`src/rtl/ex_muldiv_unit.sv`:
```
// Iterative RV32M multiply/divide unit for the EX stage: one shift-add or
// restoring shift-subtract step per cycle, fixed latency for every funct3.
module ex_muldiv_unit #(
   parameter int XLEN = 32,
   parameter int ITER = 32
) (
   input  logic            CLK,
   input  logic            reset,
   input  logic            start,
   input  logic            flush,
   input  logic [2:0]      funct3,
   input  logic [XLEN-1:0] operand_a,
   input  logic [XLEN-1:0] operand_b,
   output logic            stall,
   output logic            result_valid,
   output logic [XLEN-1:0] result
);

   localparam int CW = $clog2(ITER);
   localparam logic [CW-1:0] LAST = CW'(ITER - 1);

   typedef enum logic [1:0] {S_IDLE, S_RUN, S_DONE} state_t;

   state_t        state_q, state_d;
   logic [CW-1:0] count_q, count_d;
   logic [2:0]    funct3_q, funct3_d;
   logic [63:0]   acc_q, acc_d;
   logic [31:0]   opb_q, opb_d;
   logic [31:0]   rem_q, rem_d;
   logic          neg_q, neg_d;
   logic          dz_q, dz_d;
   logic          ovf_q, ovf_d;
   logic [31:0]   result_q, result_d;
   logic          result_valid_q, result_valid_d;

   // Operand conditioning at accept time.
   logic        a_signed, b_signed, neg_a, neg_b;
   logic [31:0] abs_a, abs_b;

   assign a_signed = (funct3 == 3'd1) | (funct3 == 3'd2) | (funct3 == 3'd4) | (funct3 == 3'd6);
   assign b_signed = (funct3 == 3'd1) | (funct3 == 3'd4) | (funct3 == 3'd6);
   assign neg_a    = a_signed & operand_a[31];
   assign neg_b    = b_signed & operand_b[31];
   assign abs_a    = neg_a ? (32'd0 - operand_a) : operand_a;
   assign abs_b    = neg_b ? (32'd0 - operand_b) : operand_b;

   // Multiply: acc holds {partial product, remaining multiplier bits}.
   logic [32:0] mul_sum;
   logic [63:0] mul_next;

   assign mul_sum  = {1'b0, acc_q[63:32]} + (acc_q[0] ? {1'b0, opb_q} : 33'd0);
   assign mul_next = {mul_sum, acc_q[31:1]};

   // Divide: acc[31:0] shifts dividend bits out and quotient bits in.
   logic [32:0] div_shift, div_diff;
   logic        div_ge;
   logic [31:0] div_rem_next, div_quo_next;

   assign div_shift    = {rem_q, acc_q[31]};
   assign div_ge       = (div_shift >= {1'b0, opb_q});
   assign div_diff     = div_shift - {1'b0, opb_q};
   assign div_rem_next = 32'(div_ge ? div_diff : div_shift);
   assign div_quo_next = {acc_q[30:0], div_ge};

   logic [63:0] prod_fin;
   logic [31:0] quo_fin, rem_fin, final_res;

   assign prod_fin = neg_q ? (64'd0 - mul_next) : mul_next;
   assign quo_fin  = neg_q ? (32'd0 - div_quo_next) : div_quo_next;
   assign rem_fin  = neg_q ? (32'd0 - div_rem_next) : div_rem_next;

   // A zero divisor leaves |a| in the remainder, so REM/REMU already yield a.
   always_comb begin
      final_res = 32'd0;
      case (funct3_q)
         3'd0:                final_res = prod_fin[31:0];
         3'd1, 3'd2, 3'd3:    final_res = prod_fin[63:32];
         3'd4, 3'd5:          final_res = dz_q ? 32'hFFFF_FFFF : (ovf_q ? 32'h8000_0000 : quo_fin);
         default:             final_res = ovf_q ? 32'd0 : rem_fin;
      endcase
   end

   always_comb begin
      state_d        = state_q;
      count_d        = count_q;
      funct3_d       = funct3_q;
      acc_d          = acc_q;
      opb_d          = opb_q;
      rem_d          = rem_q;
      neg_d          = neg_q;
      dz_d           = dz_q;
      ovf_d          = ovf_q;
      result_d       = result_q;
      result_valid_d = 1'b0;
      case (state_q)
         S_IDLE: begin
            if (start && !flush) begin
               state_d  = S_RUN;
               count_d  = '0;
               funct3_d = funct3;
               acc_d    = {32'd0, funct3[2] ? abs_a : abs_b};
               opb_d    = funct3[2] ? abs_b : abs_a;
               rem_d    = 32'd0;
               neg_d    = (funct3 == 3'd6) ? neg_a : (neg_a ^ neg_b);
               dz_d     = (operand_b == 32'd0);
               ovf_d    = (funct3 == 3'd4 || funct3 == 3'd6) &&
                          (operand_a == 32'h8000_0000) && (operand_b == 32'hFFFF_FFFF);
            end
         end
         S_RUN: begin
            if (flush) begin
               state_d = S_IDLE;
            end else begin
               acc_d   = funct3_q[2] ? {32'd0, div_quo_next} : mul_next;
               rem_d   = div_rem_next;
               count_d = count_q + 1'b1;
               if (count_q == LAST) begin
                  state_d        = S_DONE;
                  result_d       = final_res;
                  result_valid_d = 1'b1;
               end
            end
         end
         default: state_d = S_IDLE;
      endcase
   end

   always_ff @(posedge CLK) begin
      if (reset) begin
         state_q        <= S_IDLE;
         count_q        <= '0;
         funct3_q       <= 3'd0;
         acc_q          <= 64'd0;
         opb_q          <= 32'd0;
         rem_q          <= 32'd0;
         neg_q          <= 1'b0;
         dz_q           <= 1'b0;
         ovf_q          <= 1'b0;
         result_q       <= 32'd0;
         result_valid_q <= 1'b0;
      end else begin
         state_q        <= state_d;
         count_q        <= count_d;
         funct3_q       <= funct3_d;
         acc_q          <= acc_d;
         opb_q          <= opb_d;
         rem_q          <= rem_d;
         neg_q          <= neg_d;
         dz_q           <= dz_d;
         ovf_q          <= ovf_d;
         result_q       <= result_d;
         result_valid_q <= result_valid_d;
      end
   end

   // Combinational so ID/EX already holds during the accept cycle.
   assign stall        = ((state_q == S_IDLE) & start & ~flush) | (state_q == S_RUN);
   assign result_valid = result_valid_q;
   assign result       = result_q;

endmodule

```
`config.mk`:
```
export PLATFORM = sky130hd
export DESIGN_NAME = ex_muldiv_unit
export DESIGN_NICKNAME = d
export VERILOG_FILES = /design/src/rtl/ex_muldiv_unit.sv
export SDC_FILE = /design/constraint.sdc
export NUM_CORES = 1
export LEC_CHECK = 0
export CAP_MARGIN = 20
export CORE_UTILIZATION = 40
export CTS_BUF_LIST = sky130_fd_sc_hd__clkbuf_4
export CTS_CLUSTER_SIZE = 24
export DETAILED_ROUTE_END_ITERATION = 10
export SLEW_MARGIN = 30
export SYNTH_ARGS = -nofsm -noshare
export SYNTH_HDL_FRONTEND = slang
export SYNTH_SLANG_ARGS = --single-unit
```
`constraint.sdc`:
```
create_clock -name CLK -period 12.6 [get_ports CLK]
set_input_delay 1.26 -clock CLK [delete_from_list [all_inputs] [get_ports CLK]]
set_output_delay 1.26 -clock CLK [all_outputs]
set_load 0.02 [all_outputs]
```
==> flow_summary.json, run 1 <==
{
  "reg2regPathDepth": 15,
  "maxCapViolCount": 0,
  "vias": 18900,
  "crit_arrival_ns": 6.30,
  "placed_cells": 3006,
  "cts_buffers": 17,
  "overflow": 0,
  "wl_per_cell_um": 23.6,
  "cts.clk_slew.worst_paths_ns": 0.20,
  "drive_gt1_share_pct": 5.67,
  "coreArea_um2": 43000,
  "synth_cell_type_count": 94,
  "pre_cts_slack_ns": 6.96,
  "synth-seq-cells": 174,
  "min_delay_worst_endpoint": "opb_q[1]",
  "crit_type": "reg -> reg",
  "fp.dieW_um": 211,
  "worst_pin_slew_ns": 0.987,
  "cts_tree": "done",
  "hp-start": "opb_q[1]",
  "fin_worst_skew_ns": 0.0518,
  "num_rows": 76,
  "rr_endpoint": "result[29]",
  "hold_buffers": 0,
  "die-area_um2": 44400,
  "critPathLaunch": "acc_q[0]",
  "gp_congestion": 1.00,
  "route.detailed.drc": 0,
  "status": "finished, final reports clean",
  "worst_slack_ns": 6.99,
  "grt_setup_unrepaired": "false",
  "power_leakage_nw": 7.01,
  "async_flop_share_pct": 0,
  "hold_class": "reg -> reg",
  "synth-edff-count": 0,
  "first_pass_iters": 6,
  "synth_area_per_cell_um2": 7.05,
  "yosys_warnings": 0,
  "drt-vias-per-instance": 6.20,
  "io_buffers": 104,
  "cellPowerDensity_nw_per_um2": 103,
  "mappedNetlistArea_um2": 17400,
  "clock-sinks": 174,
  "grt_pass1_wl_um": 108000,
  "drt_iter0_markers": 2129,
  "worstPathMaxFanout": 32,
  "ys.flop_type": "dfxtp_1",
  "insertion_delay_ns": 0.85,
  "crit_path_start_kind": "register",
  "layout_min_cycle_time_ns": 5.61,
  "htreeDepth": 4,
  "r2r_slack_ns": 6.99,
  "netlist_instances": 2472,
  "finalMaxSlewViolations": 0,
  "finalCritPeriodShare_pct": 44.5,
  "hold_depth": 2,
  "grt_max_degree": 89,
  "peakVddDrop_mv": 0.0666,
  "finalNonFillerCells": 3041,
  "finalSetupViolCount": 0,
  "antenna_found_initial": 7,
  "postCtsSetupRepairBufs": 0,
  "final_net_count": 2586,
  "dp_hpwl_um": 55700,
  "synth_nets": 2618,
  "setup_tns_ns": 0,
  "cts_resized": 0,
  "syn_to_final_growth_pct": 9.39,
  "fp.dieH_um": 211,
  "cts-root-buf": "clkbuf_4",
  "cts_buffer_depth": 2,
  "r2r-start": "acc_q[0]",
  "start_util_pct": 40.5,
  "endpoint_kind": "register",
  "grt_pass1_vias": 17500,
  "routed_wl_um": 71900,
  "grt.total_usage_pct": 32.3,
  "io_pins": 105,
  "ant_nets": 0,
  "max_freq_mhz": 178,
  "hold_viol_final": 0,
  "crit_required_ns": 13.30,
  "max-slew-margin-rel_pct": 33.7,
  "yosysSeqAreaShare_pct": 20.0
}
[per-layer routing]
layer	vias up	global-route usage (%)	routed length [um]
met5	-	0	34
met4	6	19.5	4660
met3	186	6.23	5290
met2	814	50.2	31500
met1	8962	41.3	30400
li1	8890	-	-
[per-stage QoR]
step	hold slack, ns	total power, mW	util (%)	area [um2]
finish	0.467	1.96	44.4	19100
global route	0.497	2.05	44.3	19100
CTS	0.467	1.94	44.3	19000
detailed placement	0.446	1.54	43.5	18700
global placement	0.439	1.53	43.5	18700
floorplan	0.432	1.25	-	17400
[where the power goes]
group	switching, mW	internal, mW
clock	0.286	0.114
sequential	0.0412	0.570
combinational	0.638	0.310
[kinds of logic (layout without fill, tap and decap cells)]
| group | Yosys count | in the layout | share of synthesized area (%) |
|---|---|---|---|
| compound gates | 705 | 705 | 27.0 |
| xor+xnor | 211 | 211 | 10.6 |
| fa+ha+maj | 75 | 75 | 5.47 |
| buf+inv | 250 | 231 | 5.63 |
| flops | 174 | 174 | 20.0 |
| mux | 94 | 94 | 5.43 |
| other cells | 0 | 3 | 0 |
| simple gates | 963 | 963 | 25.9 |
[cell usage after synthesis, drive strengths merged, types with 15 or more instances]
cell type  instances  area share, %
a211oi            52            2.4
a21o              16           0.69
a21oi            188            5.5
a221oi            17           0.85
a22oi             58            2.5
a311oi            20            1.0
a31oi             25           0.90
and2              20           0.72
and3              18           0.65
buf               41            1.1
clkbuf           139            3.0
dfxtp            174             20
ha                73            5.2
inv               69            1.5
mux2i             90            5.2
nand2            258            5.6
nand2b            22           0.79
nand3             43            1.2
nand4             36            1.4
nor2             369            8.0
nor3              82            2.4
nor4              26            1.2
o211ai            25            1.1
o21ai            158            4.6
o31ai             45            2.2
or3               27            1.0
or4               15           0.69
xnor2            100            5.0
xor2             111            5.6
[area by class of cell]
cell class                      count  area (um2)
Antenna cell                        3        7.51
Sequential cell                   174        3490
Fill cell                        4544       23900
Tap cell                          585         732
Timing Repair Buffer              129        1240
Clock inverter                     15         195
Inverter                           70         263
Multi-Input combinational cell   2048       13000
Clock buffer                       17         128
[registers in the layout (all words and copies together) (netlist names), 2 cells and up]
signal and count:
acc_q 64, count_q 5, funct3_q 3, state_q 2, rem_q 32, opb_q 32
result 32
[critical path: stages, from the launching register on]
cell       delay (ns)
dfxtp_1          0.54
clkinv_1         0.21
buf_4            0.33
nor2_1           0.25
ha_1             0.35
a21oi_1          0.56
o21ai_0          0.31
o21ai_0          0.47
and3_1           0.23
a311oi_1         0.10
nor4_2           0.51
nand4_2          0.24
or3_4            0.44
mux2i_1          0.13
a2111oi_0        0.66
a21oi_1          0.14
[how the worst max path moves through the flow]
stage,end,slack (ns),depth (start not counted)
6_report,result[29],6.99,15
5_1_grt,result[29],6.57,15
4_1_cts,result[30],6.90,16
3_5_place_dp,result[30],6.96,16
3_3_place_gp,result[30],7.04,15
2_1_floorplan,result[30],7.45,22
[cell usage in the layout, fill, tap and decap left out, types with 16 or more instances in the layout]
cell type        netlist  final
xnor2_1              100    100
o21ai_0              142    142
nand4_1               32     32
a311oi_1              20     20
or3_1                 26     26
inv_1                 67     67
mux2i_1               90     90
nor3_1                80     80
nand2_1              257    256
a21o_1                16     16
clkdlybuf4s50_1        0    102
a221oi_1              17     17
xor2_1               111    111
buf_4                  5     24
and3_1                18     18
o211ai_1              24     24
a31oi_1               25     25
clkbuf_4               0     17
a211oi_1              45     44
and2_1                20     20
a21oi_1              181    181
nand2b_1              22     21
a22oi_1               58     58
dfxtp_1              174    172
nand3_1               43     43
ha_1                  73     73
o31ai_1               42     42
nor4_1                21     20
nor2_1               368    363
No activity file was read; power rests on OpenSTA's default activity.
==> run 2: changes to the inputs <==
==> constraint.sdc (replaced) <==
create_clock -name CLK -period 5.4 [get_ports CLK]
set_input_delay 0.54 -clock CLK [delete_from_list [all_inputs] [get_ports CLK]]
set_output_delay 0.54 -clock CLK [all_outputs]
set_load 0.02 [all_outputs]
==> run 2 against run 1 <==
Count of clock-buffer cells in the layout rose by 1; clock power is 100% higher; largest power group unchanged; cell count grew 1.0%; highest routed layer unchanged.
==> flow_summary.json, run 2 (same netlist as run 1, synthesis figures left out) <==
{
  "max_freq_mhz": 195,
  "hold_class": "reg -> reg",
  "hold_buffers": 0,
  "cts-root-buf": "clkbuf_4",
  "finalNonFillerCells": 3072,
  "io_buffers": 104,
  "min_delay_worst_endpoint": "opb_q[28]",
  "setup_tns_ns": 0,
  "largest_reg_flops": 64,
  "crit_chain": "clkinv_1 -> buf_4 -> nor2_1 -> ha_1 -> a21oi_1 -> o21ai_1 -> a22oi_2 -> and3_1 -> xnor2_1 -> a211oi_1 -> nand4_2 -> or3_4 -> mux2i_1 -> a2111oi_0 -> a21oi_1",
  "dp_hpwl_um": 56500,
  "max-slew-margin-rel_pct": 26.0,
  "routed_wl_um": 72500,
  "worstPathMaxFanout": 29,
  "layout_min_cycle_time_ns": 5.13,
  "grt_max_degree": 80,
  "drive_gt1_share_pct": 7.05,
  "critPathTopFamily": "compound AO/OA/AOI/OAI gates",
  "power_leakage_nw": 7.14,
  "vias": 19200,
  "io_pins": 105,
  "fp.dieH_um": 211,
  "peakVddDrop_mv": 0.176,
  "rr_endpoint": "result[29]",
  "wl_per_cell_um": 23.6,
  "finalCritPeriodShare_pct": 95.0,
  "cp_slowest_cell": "dfxtp_1",
  "grt_setup_unrepaired": "false",
  "crit_required_ns": 5.95,
  "hold_depth": 2,
  "cts.clk_slew.worst_paths_ns": 0.16,
  "multi_input_area_um2": 13000,
  "fp.dieW_um": 211,
  "first_pass_iters": 6,
  "fin_util_pct": 44.9,
  "gp_congestion": 1.07,
  "cts_buffers": 17,
  "grt_pass1_wl_um": 109000,
  "ant_nets": 0,
  "hp-start": "opb_q[28]",
  "worst-path-buf-inv": 2,
  "ff_latch_area_um2": 3490,
  "coreArea_um2": 43000,
  "route.detailed.drc": 0,
  "r2r-start": "acc_q[0]",
  "layout_common_cells": "362 x nor2_1, 256 x nand2_1, 181 x a21oi_1, 172 x dfxtp_1, 139 x o21ai_0",
  "die-area_um2": 44400,
  "finalSetupViolCount": 0,
  "reg2regPathDepth": 15,
  "finalPower_mw": 4.50,
  "fin_worst_skew_ns": 0.0489,
  "fillCellCount": 4499,
  "cts_buffer_depth": 2,
  "regMostFlops": "acc_q",
  "overflow": 0,
  "start_util_pct": 40.5,
  "final_net_count": 2615,
  "final_common_cell": "nor2_1",
  "htreeDepth": 4,
  "maxCapViolCount": 0,
  "worst_path_largest_cell_delay_ns": 0.53,
  "worst_pin_slew_ns": 1.08,
  "crit_path_start_kind": "register",
  "num_rows": 76,
  "status": "finished, final reports clean",
  "antenna_found_initial": 7,
  "endpoint_kind": "register",
  "r2r_slack_ns": 0.27,
  "cp_common_cell": "a21oi_1",
  "crit_arrival_ns": 5.68,
  "grt_pass1_vias": 17600,
  "hold_viol_final": 0,
  "finalMaxSlewViolations": 0,
  "clock-sinks": 174,
  "placed_cells": 3034,
  "insertion_delay_ns": 0.69,
  "drt_iter0_markers": 2197,
  "drt-vias-per-instance": 6.24,
  "crit_type": "reg -> reg",
  "syn_to_final_growth_pct": 10.7,
  "grt.total_usage_pct": 32.2,
  "cts_tree": "done",
  "cellPowerDensity_nw_per_um2": 233
}
-- run 2: cell count changes in the layout (fill, tap and decap cells not counted), sizes merged --
cell and change:
buf +29, clkbuf +1, clkinv +3, diode +2, inv -4
-- run 2: worst register-to-register path, delay by kind of cell, from the launching register on --
family / cells / cell delay [ns]
adders and majority gates: 1 / 0.42
and+or+nand+nor: 4 / 1.22
muxes: 1 / 0.13
DFF: 1 / 0.53
buffers and inverters: 2 / 0.59
AOI/OAI and AO/OA: 6 / 1.95
xor gates and xnor gates: 1 / 0.18
-- run 2: power breakdown --
part	leakage, nW	internal, mW	switching (mW)
logic	5.57	0.770	1.51
registers	1.41	1.33	0.0858
clock network	0.156	0.245	0.561
total	7.14	2.35	2.16
-- run 2: routing by layer --
layer	vias to the layer above	track usage [%]	wire length, um
met5	-	0	38
li1	8922	-	-
met1	9136	41.8	30500
met4	6	17.9	4180
met3	162	5.63	5670
met2	953	50.3	32100
-- run 2: metrics by stage --
stage	hold WS, ns	setup slack [ns]	area [um2]
after global routing	0.481	0.00176	19300
final	0.465	0.270	19300
after global placement	0.442	0.126	18900
after CTS	0.463	0.149	19200
after detailed placement	0.445	0.192	18900
after floorplan	0.432	0.246	17400
-- run 2: what timing repair did --
action	4_1_cts	5_1_grt
setup endpoints to repair	0	7
setup buffers	0	0
resized for setup	0	11
-- run 2: final cells by class --
class | count | share of cell area [%]
multi-input combinational | 2048 | 67.6
antenna | 5 | 0.0649
sequential | 174 | 18.1
clock inverter | 14 | 0.720
inverter | 70 | 1.36
tap | 585 | 3.80
clock buffer | 18 | 0.701
timing repair buffer | 158 | 7.63
-- run 2: worst max path at each step --
stage / cells past startpoint / slack, ns / endpoint / start
2_1_floorplan: 22 / 0.25 / result[30] / opb_q[13]
5_1_grt: 15 / 0.002 / result[29] / acc_q[0]
6_report: 15 / 0.27 / result[29] / acc_q[0]
4_1_cts: 15 / 0.15 / result[29] / acc_q[0]
3_5_place_dp: 15 / 0.19 / result[29] / acc_q[0]
3_3_place_gp: 15 / 0.13 / result[29] / acc_q[0]
